--- src/rtl/data_memory_write_merge.sv ---
// Write-merge buffer: gathers CPU word writes to one RAM line and issues a single masked line write.
// Optional idle auto-flush is compiled in with `define WRITE_MERGE_TIMEOUT_EN.

module write_merge_slot #(
    parameter int W = 32
) (
    input  logic         clk,
    input  logic         rst,
    input  logic         wr,
    input  logic         clr,
    input  logic [W-1:0] wdata,
    output logic [W-1:0] data,
    output logic         vld
);
    always_ff @(posedge clk or posedge rst) begin
        if (rst) begin
            data <= '0;
            vld  <= 1'b0;
        end else if (wr) begin
            data <= wdata;
            vld  <= 1'b1;
        end else if (clr) begin
            data <= '0;
            vld  <= 1'b0;
        end
    end
endmodule

module data_memory_write_merge #(
    parameter int RAM_DATA_SIZE    = 128,
    parameter int CPU_DATA_SIZE    = 32,
    parameter int ADDR_OFFSET_SIZE = 4,
    parameter int LINE_ADDR_SIZE   = 12,
    parameter int IDLE_TIMEOUT     = 8
) (
    input  logic                        IN_CLK,
    input  logic                        IN_RST,
    input  logic                        IN_WR_VALID,
    input  logic [LINE_ADDR_SIZE-1:0]   IN_WR_LINE,
    input  logic [ADDR_OFFSET_SIZE-1:0] IN_WR_OFFSET,
    input  logic [CPU_DATA_SIZE-1:0]    IN_WR_DATA,
    output logic                        OUT_WR_READY,
    input  logic                        IN_FLUSH,
    output logic                        OUT_RAM_WE,
    output logic [LINE_ADDR_SIZE-1:0]   OUT_RAM_LINE,
    output logic [RAM_DATA_SIZE-1:0]    OUT_RAM_DATA,
    output logic [3:0]                  OUT_RAM_MASK,
    input  logic                        IN_RAM_ACK,
    output logic                        OUT_BUSY
);
    localparam int SLOT_LSB = ADDR_OFFSET_SIZE / 2;

    typedef enum logic [1:0] {S_IDLE, S_FILL, S_FLUSH} state_t;

    state_t                          state, state_nxt;
    logic [LINE_ADDR_SIZE-1:0]       buf_line;
    logic [3:0][CPU_DATA_SIZE-1:0]   slot_data;
    logic [3:0]                      mask;
    logic [3:0]                      mask_nxt;
    logic [1:0]                      slot;
    logic                            line_hit;
    logic                            accept;
    logic                            ack_done;
    logic                            timeout;

    // Byte-within-word bits do not select anything.
    logic unused_offset_bits;
    assign unused_offset_bits = ^IN_WR_OFFSET[SLOT_LSB-1:0];

    assign slot     = IN_WR_OFFSET[SLOT_LSB +: 2];
    assign line_hit = (IN_WR_LINE == buf_line);
    assign accept   = IN_WR_VALID & OUT_WR_READY;
    assign mask_nxt = mask | (accept ? (4'b0001 << slot) : 4'b0000);
    assign ack_done = (state == S_FLUSH) & IN_RAM_ACK;

`ifdef WRITE_MERGE_TIMEOUT_EN
    localparam int CNT_W = $clog2(IDLE_TIMEOUT + 1);
    logic [CNT_W-1:0] idle_cnt;

    always_ff @(posedge IN_CLK or posedge IN_RST) begin
        if (IN_RST)
            idle_cnt <= '0;
        else if (state != S_FILL || accept)
            idle_cnt <= '0;
        else if (!timeout)
            idle_cnt <= idle_cnt + 1'b1;
    end

    assign timeout = (state == S_FILL) && (idle_cnt == CNT_W'(IDLE_TIMEOUT));
`else
    assign timeout = 1'b0;
`endif

    always_ff @(posedge IN_CLK or posedge IN_RST) begin
        if (IN_RST)
            state <= S_IDLE;
        else
            state <= state_nxt;
    end

    always_comb begin
        state_nxt = state;
        case (state)
            S_IDLE:  if (accept) state_nxt = S_FILL;
            // A write that completes the line, a foreign line, a flush request or idle timeout all close the line.
            S_FILL:  if ((accept && mask_nxt == 4'b1111) || (IN_WR_VALID && !line_hit) || IN_FLUSH || timeout)
                         state_nxt = S_FLUSH;
            S_FLUSH: if (IN_RAM_ACK) state_nxt = S_IDLE;
            default: state_nxt = S_IDLE;
        endcase
    end

    always_comb begin
        OUT_WR_READY = 1'b0;
        OUT_RAM_WE   = 1'b0;
        OUT_BUSY     = 1'b1;
        case (state)
            S_IDLE:  begin
                OUT_WR_READY = 1'b1;
                OUT_BUSY     = 1'b0;
            end
            S_FILL:  OUT_WR_READY = line_hit;
            S_FLUSH: OUT_RAM_WE = 1'b1;
            default: OUT_BUSY = 1'b0;
        endcase
    end

    always_ff @(posedge IN_CLK or posedge IN_RST) begin
        if (IN_RST)
            buf_line <= '0;
        else if (state == S_IDLE && accept)
            buf_line <= IN_WR_LINE;
    end

    // Slots are cleared on acknowledge, so a fresh line starts from an all-zero buffer.
    genvar k;
    generate
        for (k = 0; k < 4; k++) begin : g_slot
            write_merge_slot #(.W(CPU_DATA_SIZE)) u_slot (
                .clk   (IN_CLK),
                .rst   (IN_RST),
                .wr    (accept && (slot == 2'(k))),
                .clr   (ack_done),
                .wdata (IN_WR_DATA),
                .data  (slot_data[k]),
                .vld   (mask[k])
            );
        end
    endgenerate

    assign OUT_RAM_LINE = buf_line;
    assign OUT_RAM_DATA = slot_data;
    assign OUT_RAM_MASK = mask;
endmodule

--- config.mk ---
export PLATFORM = sky130hd
export DESIGN_NAME = data_memory_write_merge
export DESIGN_NICKNAME = d
export VERILOG_FILES = /design/src/rtl/data_memory_write_merge.sv
export SDC_FILE = /design/constraint.sdc
export NUM_CORES = 1
export LEC_CHECK = 0
export CAP_MARGIN = 40
export CORE_ASPECT_RATIO = 2
export CORE_UTILIZATION = 40
export DETAILED_ROUTE_END_ITERATION = 10
export PLACE_DENSITY = 0.77
export SLEW_MARGIN = 20
export SYNTH_ARGS = -nofsm -noshare
export SYNTH_HDL_FRONTEND = slang
export SYNTH_SLANG_ARGS = --single-unit
--- constraint.sdc ---
create_clock -name IN_CLK -period 7.9 [get_ports IN_CLK]
set_input_delay 1.58 -clock IN_CLK [delete_from_list [all_inputs] [get_ports IN_CLK]]
set_output_delay 1.58 -clock IN_CLK [all_outputs]
set_load 0.01 [all_outputs]
; ---- Word-level counts from Yosys, hierarchy flattened
; Index checks and enable logic that the tools add are counted.
[totals]
elab_cells = 60
register_bits = 146
in_bits = 53
output_inout_bits = 147
[classes]
n_eq_ne = 10
bitwise_logic = 3
muxes = 18
n_reduce_logical = 18
n_shift = 1
[op_table]
columns = operator, count
row1 = 32-bit two-way mux, 5
row2 = 12-bit equality test, 1
row3 = 2-bit nonzero test, 4
row4 = 1-bit logical AND, 7
row5 = 1-bit two-way mux, 7
row6 = "2-bit equality test, second input constant", 3
row7 = 2-bit two-way mux, 3
row8 = "2-bit != test, second input constant", 3
row9 = 2-bit one-hot mux with 3 select lines, 1
row10 = "2-bit by 1-bit equality test with 1-bit output, second input constant", 2
row11 = "4-bit equality test, second input constant", 1
row12 = 2-bit zero test, 2
row13 = 4-bit two-way mux, 1
row14 = 4-bit bitwise OR, 1
row15 = "1-bit by 2-bit left shift with 4-bit output, first input constant", 1
row16 = 3-bit AND reduction, 1
row17 = 1-bit bitwise AND, 2
row18 = 1-bit logical OR, 2
row19 = 1-bit one-hot mux with 2 select lines, 1
row20 = 2-bit OR reduction, 1
row21 = 1-bit zero test, 1

; ---- Logic depth before layout (Yosys ltp)
; Gate-level depths: netlist of the first run.
[depth]
ltp_word = 11
depth_mapped = 7
mapped_depth_nobuf = 7

; ---- Cells and area by module
; From an unflattened synthesis of the first run, not the netlist that was laid out.
[hier_totals]
cells_unflattened = 527
area_unflattened_um2 = 6185.9
[modules_own_cells]
columns = module, area_each_um2, seq_area_each_um2, cells_per_inst, n_inst
row1 = write_merge_slot, 1331.3, 825.8, 112, 4
row2 = data_memory_write_merge, 860.8, 350.3, 79, 1

; ---- Worst setup path after synthesis of the first run
; OpenSTA, ideal clock, no wires.
[synth_timing]
kind = input to output
start = in IN_WR_LINE[3]
end = out OUT_WR_READY
arrival_ns = 2.500
t_required_ns = 6.320
n_path_buf = 0
path_stages = 4
path_slack_ns = 3.820
cell_sequence = xor2_1 nor4_2 a41oi_2 inv_1
[synth_between]
elab_chain_len = 2
[synth_rtl]
columns = element, line_no
row1 = start: declaration, 39  ; input logic [LINE_ADDR_SIZE-1:0] IN_WR_LINE,
row2 = 12-bit equality test, 71  ; assign line_hit = (IN_WR_LINE == buf_line);
row3 = 1-bit one-hot mux with 2 select lines, 117  ; case (state)
row4 = end: declaration, 42  ; output logic OUT_WR_READY,
; No other way between the ends.

; ---- Final worst setup path of the first run
[layout_timing]
start = in IN_WR_LINE[10]
end = out OUT_WR_READY
; Same word-level chain as after synthesis.

==> out/metrics.cfg, run 1 <==
[route]
avgViaCountPerCell = 5.04
antenna_left = 0
vias = 4757
top_layer_used = met4
dr_wl_met2_um = 9460
m1WireLength_um = 6200
drt-total-wl_um = 16900
firstDrtPassIters = 4
drc_errors = 0
drtIter0Drc = 202
avgRoutedWirePerCell_um = 18.0
dr_wl_met3_um = 587

[synth]
avgSynthCellArea_sq_um = 11.8
synth_compound_area_frac = 0.0177
muxShareOfSynthArea = 0.226
synth.top_cell.area_share = 0.573
ys_seq_area_frac = 0.573
synth_cells = 541
synth-main-ff-cell = dfrtp_1
synth_area_sq_um = 6370
synthMostInstantiatedCell = dfrtp_1
async_flop_share = 1.00
synth_largest_area_cell = dfrtp_1
synth-simple-area-share = 0.103
synth_edf_count = 0
synth_nets = 598
synthDistinctLibCells = 35
synth_top_family_by_area = multiplexers
synth_common_cells = dfrtp_1 (146), nand2_1 (133), mux2i_1 (129), inv_1 (40), clkbuf_1 (14)
ys_seq_elements = 146
synth_warnings = 0
synth_xor_area_frac = 0.0165
yosys-top-cells-area = dfrtp_1 (57%), mux2i_1 (20%), nand2_1 (7.8%)
synthAdderAreaFrac = 0.00786

[cts]
h-tree-depth = 4
cts_tree = done
cts_root_buf = clkbuf_16
clock_latency_ns = 0.41
post_cts_resized = 0
postCtsSetupBuffers = 0
postCtsHoldBufs = 0
cts_buffer_depth = 2
path_clk_slew_ns = 0.06
cts_buffers = 17
cts_sinks = 146

[cells_and_area]
syn2layout_area_growth_pct = 43.5
nFillCells = 1260
final_layout_size_suffix_gt1_frac = 0.0886
num_antenna_cells = 0
nNetsFinal = 790

[power_and_ir_drop]
p_total_mw = 3.51
power.switching_mw = 1.16
ir_drop_v = 0.000199
pwr-share-comb = 0.397
sw_frac_of_total = 0.329
leakagePower_nw = 4.25
power.density_nw_per_um2 = 384
power.internal_mw = 2.36
clockPowerShare = 0.247
seqPwrFrac = 0.356

[setup_path]
cp_common_cell = clkdlybuf4s50_1
crit_required_ns = 6.32
slowest_stage = clkdlybuf4s50_1
cp.arrival_ns = 3.74
worstPathCellList = clkdlybuf4s50_1 -> xor2_1 -> nor4_2 -> a41oi_2 -> inv_1 -> clkdlybuf4s50_1
crit_fanout = 6
r2r-start = OUT_RAM_LINE[10]$_DFFE_PP0P_
cpPeakStageDelay_ns = 0.54
reg2reg_depth = 6
cp-end-kind = output port
cp-start-kind = input port
timing.reg2reg.setup_slack_ns = 4.65
r2r-end = g_slot[1].u_slot.data[18]$_DFFE_PP0P_
path_class = in2out

[placed_design]
portBuffers = 197
place_congestion = 0.840
dp.final_hpwl_um = 12000

[global_route]
grt-ovfl-total = 0
antenna_found_initial = 0
grtUsageTotal = 0.214
grt_start_max_net_pins = 81
grt_pass1_vias = 5108
grt_pass1_wl_um = 27100

[hold_path]
min_path_type = reg2reg
hold_depth = 2
hold_end = g_slot[0].u_slot.data[24]$_DFFE_PP0P_
hp-start = g_slot[0].u_slot.data[24]$_DFFE_PP0P_

[floorplanning]
die_h_um = 180
rows = 64
start_util = 0.412
dieArea_sq_um = 16500
boundaryPins = 200
coreArea_sq_um = 15500
die_x_um = 91.2

[timing]
slew_viol_final = 0
fin_tns_setup_ns = 0
holdWs_ns = 0.522
rsz0062_at_grt = no
fin_crit_ns = 5.32
hold_viol_final = 0
finalSetupViolations = 0
finalCritPeriodShare = 0.674
skew_ns = 0.00932
slew_headroom = 0.471
tightest_slew_ns = 0.793
max_freq_mhz = 188

[status]
status = completed

[run]
cap_violations = 0

==> flip-flops by register name, summed over array words and instances (netlist names) <==
signal and flops:
state 2, OUT_RAM_LINE 12, g_slot.u_slot.vld 4, g_slot.u_slot.data 128
==> layout by cell type (no fill, tap or decap), drive strengths merged <==
cell,n
o2111ai,1
nand2b,1
clkinvlp,1
dfrtp,146
inv,43
nand3,1
clkbuf,18
a22oi,2
a2bb2oi,1
o21ai,4
nand2,133
nand4,1
o211ai,1
clkinv,5
and4,2
a21boi,1
bufinv,4
xor2,12
a31oi,1
nor3b,1
ha,4
or4b,1
mux2,13
a41oi,1
and4b,1
nor4bb,1
nor2,1
buf,9
nor3,1
a21o,3
mux2i,129
clkdlybuf4s50,197
and2,1
nor4,4
==> power by group through the flow <==
stage	clock network [mW]	logic, mW	registers (mW)
after floorplan	0	0.494	1.36
after global placement	0	1.36	1.24
after detailed placement	0	1.40	1.26
after CTS	0.883	1.41	1.25
after global routing	0.917	1.50	1.28
final	0.867	1.39	1.25
==> metrics by stage <==
stage | worst slack (ns) | cells | util | cell area [sq um]
3_5_place_dp | 2.58 | 912 | 0.550 | 8500
2_1_floorplan | 2.40 | 541 | - | 6370
6_report | 2.58 | 943 | 0.592 | 9140
4_1_cts | 2.58 | 943 | 0.592 | 9140
3_3_place_gp | 2.66 | 910 | 0.547 | 8460
5_1_grt | 2.40 | 943 | 0.592 | 9140
==> cells by family (layout without fill, tap and decap cells) <==
| kind of cell | Yosys count | count (layout) |
|---|---|---|
| adders and majority gates | 4 | 4 |
| DFF | 146 | 146 |
| xor gates and xnor gates | 12 | 12 |
| buffers and inverters | 73 | 277 |
| AOI/OAI and AO/OA | 15 | 15 |
| and+or+nand+nor | 149 | 149 |
| muxes | 142 | 142 |
==> worst max-delay path by stage <==
stage,slack [ns],cells after the start,start,end
2_1_floorplan,2.40,1,IN_RST,OUT_RAM_LINE[0]$_DFFE_PP0P_
6_report,2.58,6,IN_WR_LINE[10],OUT_WR_READY
3_5_place_dp,2.58,6,IN_WR_LINE[10],OUT_WR_READY
5_1_grt,2.40,6,IN_WR_LINE[10],OUT_WR_READY
4_1_cts,2.58,6,IN_WR_LINE[10],OUT_WR_READY
3_3_place_gp,2.66,6,IN_WR_LINE[10],OUT_WR_READY
==> cell type report <==
class	instances	area [sq um]	share of cell area
clock buffers	18	439	0.0480
clock inverters	13	203	0.0222
inverters	40	155	0.0170
multi-input cells	322	2380	0.260
flip-flops and latches	146	3650	0.400
well taps	198	248	0.0271
repair buffers	206	2070	0.226
==> worst max-delay path, delay by kind of cell <==
| kind | cells | cell delay [ns] |
|---|---|---|
| xor+xnor | 1 | 0.16 |
| simple gates | 1 | 0.50 |
| buf+inv | 3 | 1.12 |
| compound gates | 1 | 0.38 |
==> routing by layer <==
layer / global-route usage / vias to the layer above
met1: 0.222 / 2401
met2: 0.403 / 155
li1: - / 2154
met3: 0.0359 / 47
met4: 0.114 / 0
met5: 0 / -
(Power assumes the default switching activity.)
==> run 2, diff against run 1 <==
- PLACE_DENSITY: 0.77 -> 0.8
- clock period: 7.9 -> 4.66 ns (I/O delays scaled with it)
==> run 2 against run 1 <==
Setup slack worse by 1.9 ns. Global-route usage is 0.38 points lower. Count of clock-buffer cells in the layout unchanged. First-iteration DRC count fell by 3.5%.
==> out/metrics.cfg, run 2 (synthesis results as in run 1) <==
[power_and_ir_drop]
power.density_nw_per_um2 = 643
power.internal_mw = 3.89
clockPowerShare = 0.236
p_total_mw = 5.86
sw_frac_of_total = 0.336
ir_drop_v = 0.000337
power.switching_mw = 1.97
pwr-share-comb = 0.401
leakagePower_nw = 4.23
seqPwrFrac = 0.363

[cells_and_area]
final_layout_size_suffix_gt1_frac = 0.0909
nNetsFinal = 792
most-common-layout-cells = clkdlybuf4s50_1 (197), dfrtp_1 (146), nand2_1 (132)
syn2layout_area_growth_pct = 43.1
final_common_cell = clkdlybuf4s50_1
largest_reg_flops = 128
finalCoreUtilization = 0.590
regMostFlops = g_slot.u_slot.data
num_antenna_cells = 0

[cts]
cts_tree = done
h-tree-depth = 4
post_cts_resized = 0
cts_buffers = 17
clock_latency_ns = 0.41
postCtsSetupBuffers = 0
path_clk_slew_ns = 0.07
cts_sinks = 146
postCtsHoldBufs = 0
cts_buffer_depth = 2
cts_root_buf = clkbuf_16

[hold_path]
min_path_type = reg2reg
hold_depth = 2
hold_end = g_slot[2].u_slot.data[3]$_DFFE_PP0P_
hp-start = g_slot[2].u_slot.data[3]$_DFFE_PP0P_

[global_route]
grt_start_max_net_pins = 147
antenna_found_initial = 0
grt-ovfl-total = 0
grt_pass1_vias = 5178
grtUsageTotal = 0.211
grt_pass1_wl_um = 26700

[setup_path]
critical_path.startpoint = IN_WR_LINE[3]
crit_required_ns = 3.73
path_class = in2out
reg2reg_depth = 6
cp-end-kind = output port
r2r-start = OUT_RAM_LINE[3]$_DFFE_PP0P_
crit_fanout = 6
cp.arrival_ns = 3.01
critical_path_buf_inv_count = 3
r2r-end = g_slot[1].u_slot.data[18]$_DFFE_PP0P_
worstPathCellList = clkdlybuf4s50_1 -> xor2_1 -> nor4_2 -> a41oi_2 -> inv_1 -> clkdlybuf4s50_1
cpPeakStageDelay_ns = 0.55
timing.reg2reg.setup_slack_ns = 1.96
cp-start-kind = input port
cp_common_cell = clkdlybuf4s50_1
crit_family = buffers and inverters
slowest_stage = clkdlybuf4s50_1

[run]
cap_violations = 0

[floorplanning]
start_util = 0.412
coreArea_sq_um = 15500
rows = 64
dieArea_sq_um = 16500
die_h_um = 180
boundaryPins = 200
die_x_um = 91.2

[timing]
finalCritPeriodShare = 0.845
fin_crit_ns = 3.94
max_freq_mhz = 254
fin_tns_setup_ns = 0
slew_headroom = 0.414
hold_viol_final = 0
rsz0062_at_grt = no
tightest_slew_ns = 0.880
skew_ns = 0.0110
finalSetupViolations = 0
slew_viol_final = 0

[route]
avgRoutedWirePerCell_um = 17.5
avgViaCountPerCell = 5.04
drt-total-wl_um = 16600
firstDrtPassIters = 6
vias = 4764
antenna_left = 0
drtIter0Drc = 195
drc_errors = 0

[status]
status = completed

[placed_design]
portBuffers = 197
dp.final_hpwl_um = 11800
place_congestion = 0.822

## run 2: cell count changes in the layout (fill, tap and decap cells not counted), sizes merged
cell | before | now
buf | 9 | 11
clkinv | 5 | 1
inv | 43 | 46
bufinv | 4 | 2
clkinvlp | 1 | 5
## run 2: tightest hold or removal path, cell delays in order, from the launching register on
cell and delay, ns:
dfrtp_1 0.38, nand2_1 0.06, mux2i_1 0.05
## run 2: layout make-up
cell class / instances / area [sq um]
fill: 1264 / 6330
timing repair buffer: 208 / 2090
multi-input combinational: 322 / 2380
inverter: 40 / 154
clock inverter: 14 / 170
tap: 198 / 248
sequential: 146 / 3650
clock buffer: 18 / 429
## run 2: worst max-delay path by stage
stage | endpoint | slack [ns] | depth (start not counted)
floorplan | OUT_WR_READY | 1.88 | 4
global placement | OUT_WR_READY | 0.68 | 6
detailed placement | OUT_WR_READY | 0.69 | 6
CTS | OUT_WR_READY | 0.70 | 6
global route | OUT_WR_READY | 0.56 | 6
finish | OUT_WR_READY | 0.72 | 6
## run 2: power groups by stage
stage / combinational (mW) / clock (mW) / sequential, mW
2_1_floorplan: 0.838 / 0 / 2.30
3_3_place_gp: 2.29 / 0 / 2.12
3_5_place_dp: 2.37 / 0 / 2.15
4_1_cts: 2.38 / 1.41 / 2.13
5_1_grt: 2.52 / 1.46 / 2.19
6_report: 2.35 / 1.38 / 2.13
## run 2: per-layer routing
metal	routed length [um]	part of all wire	GRT usage	vias to the layer above
met5	0	0	0	-
met3	598	0.036	0.0367	36
li1	-	-	-	2165
met2	9370	0.57	0.395	148
met4	684	0.041	0.119	0
met1	5900	0.36	0.215	2415
## run 2: through the flow
step | worst slack (ns) | cells | cell area [sq um] | hold slack, ns
after floorplan | 1.88 | 541 | 6370 | 0.486
after global placement | 0.681 | 913 | 8490 | 0.512
after detailed placement | 0.693 | 914 | 8520 | 0.520
after CTS | 0.701 | 946 | 9120 | 0.529
after global routing | 0.558 | 946 | 9120 | 0.546
final | 0.723 | 946 | 9120 | 0.526
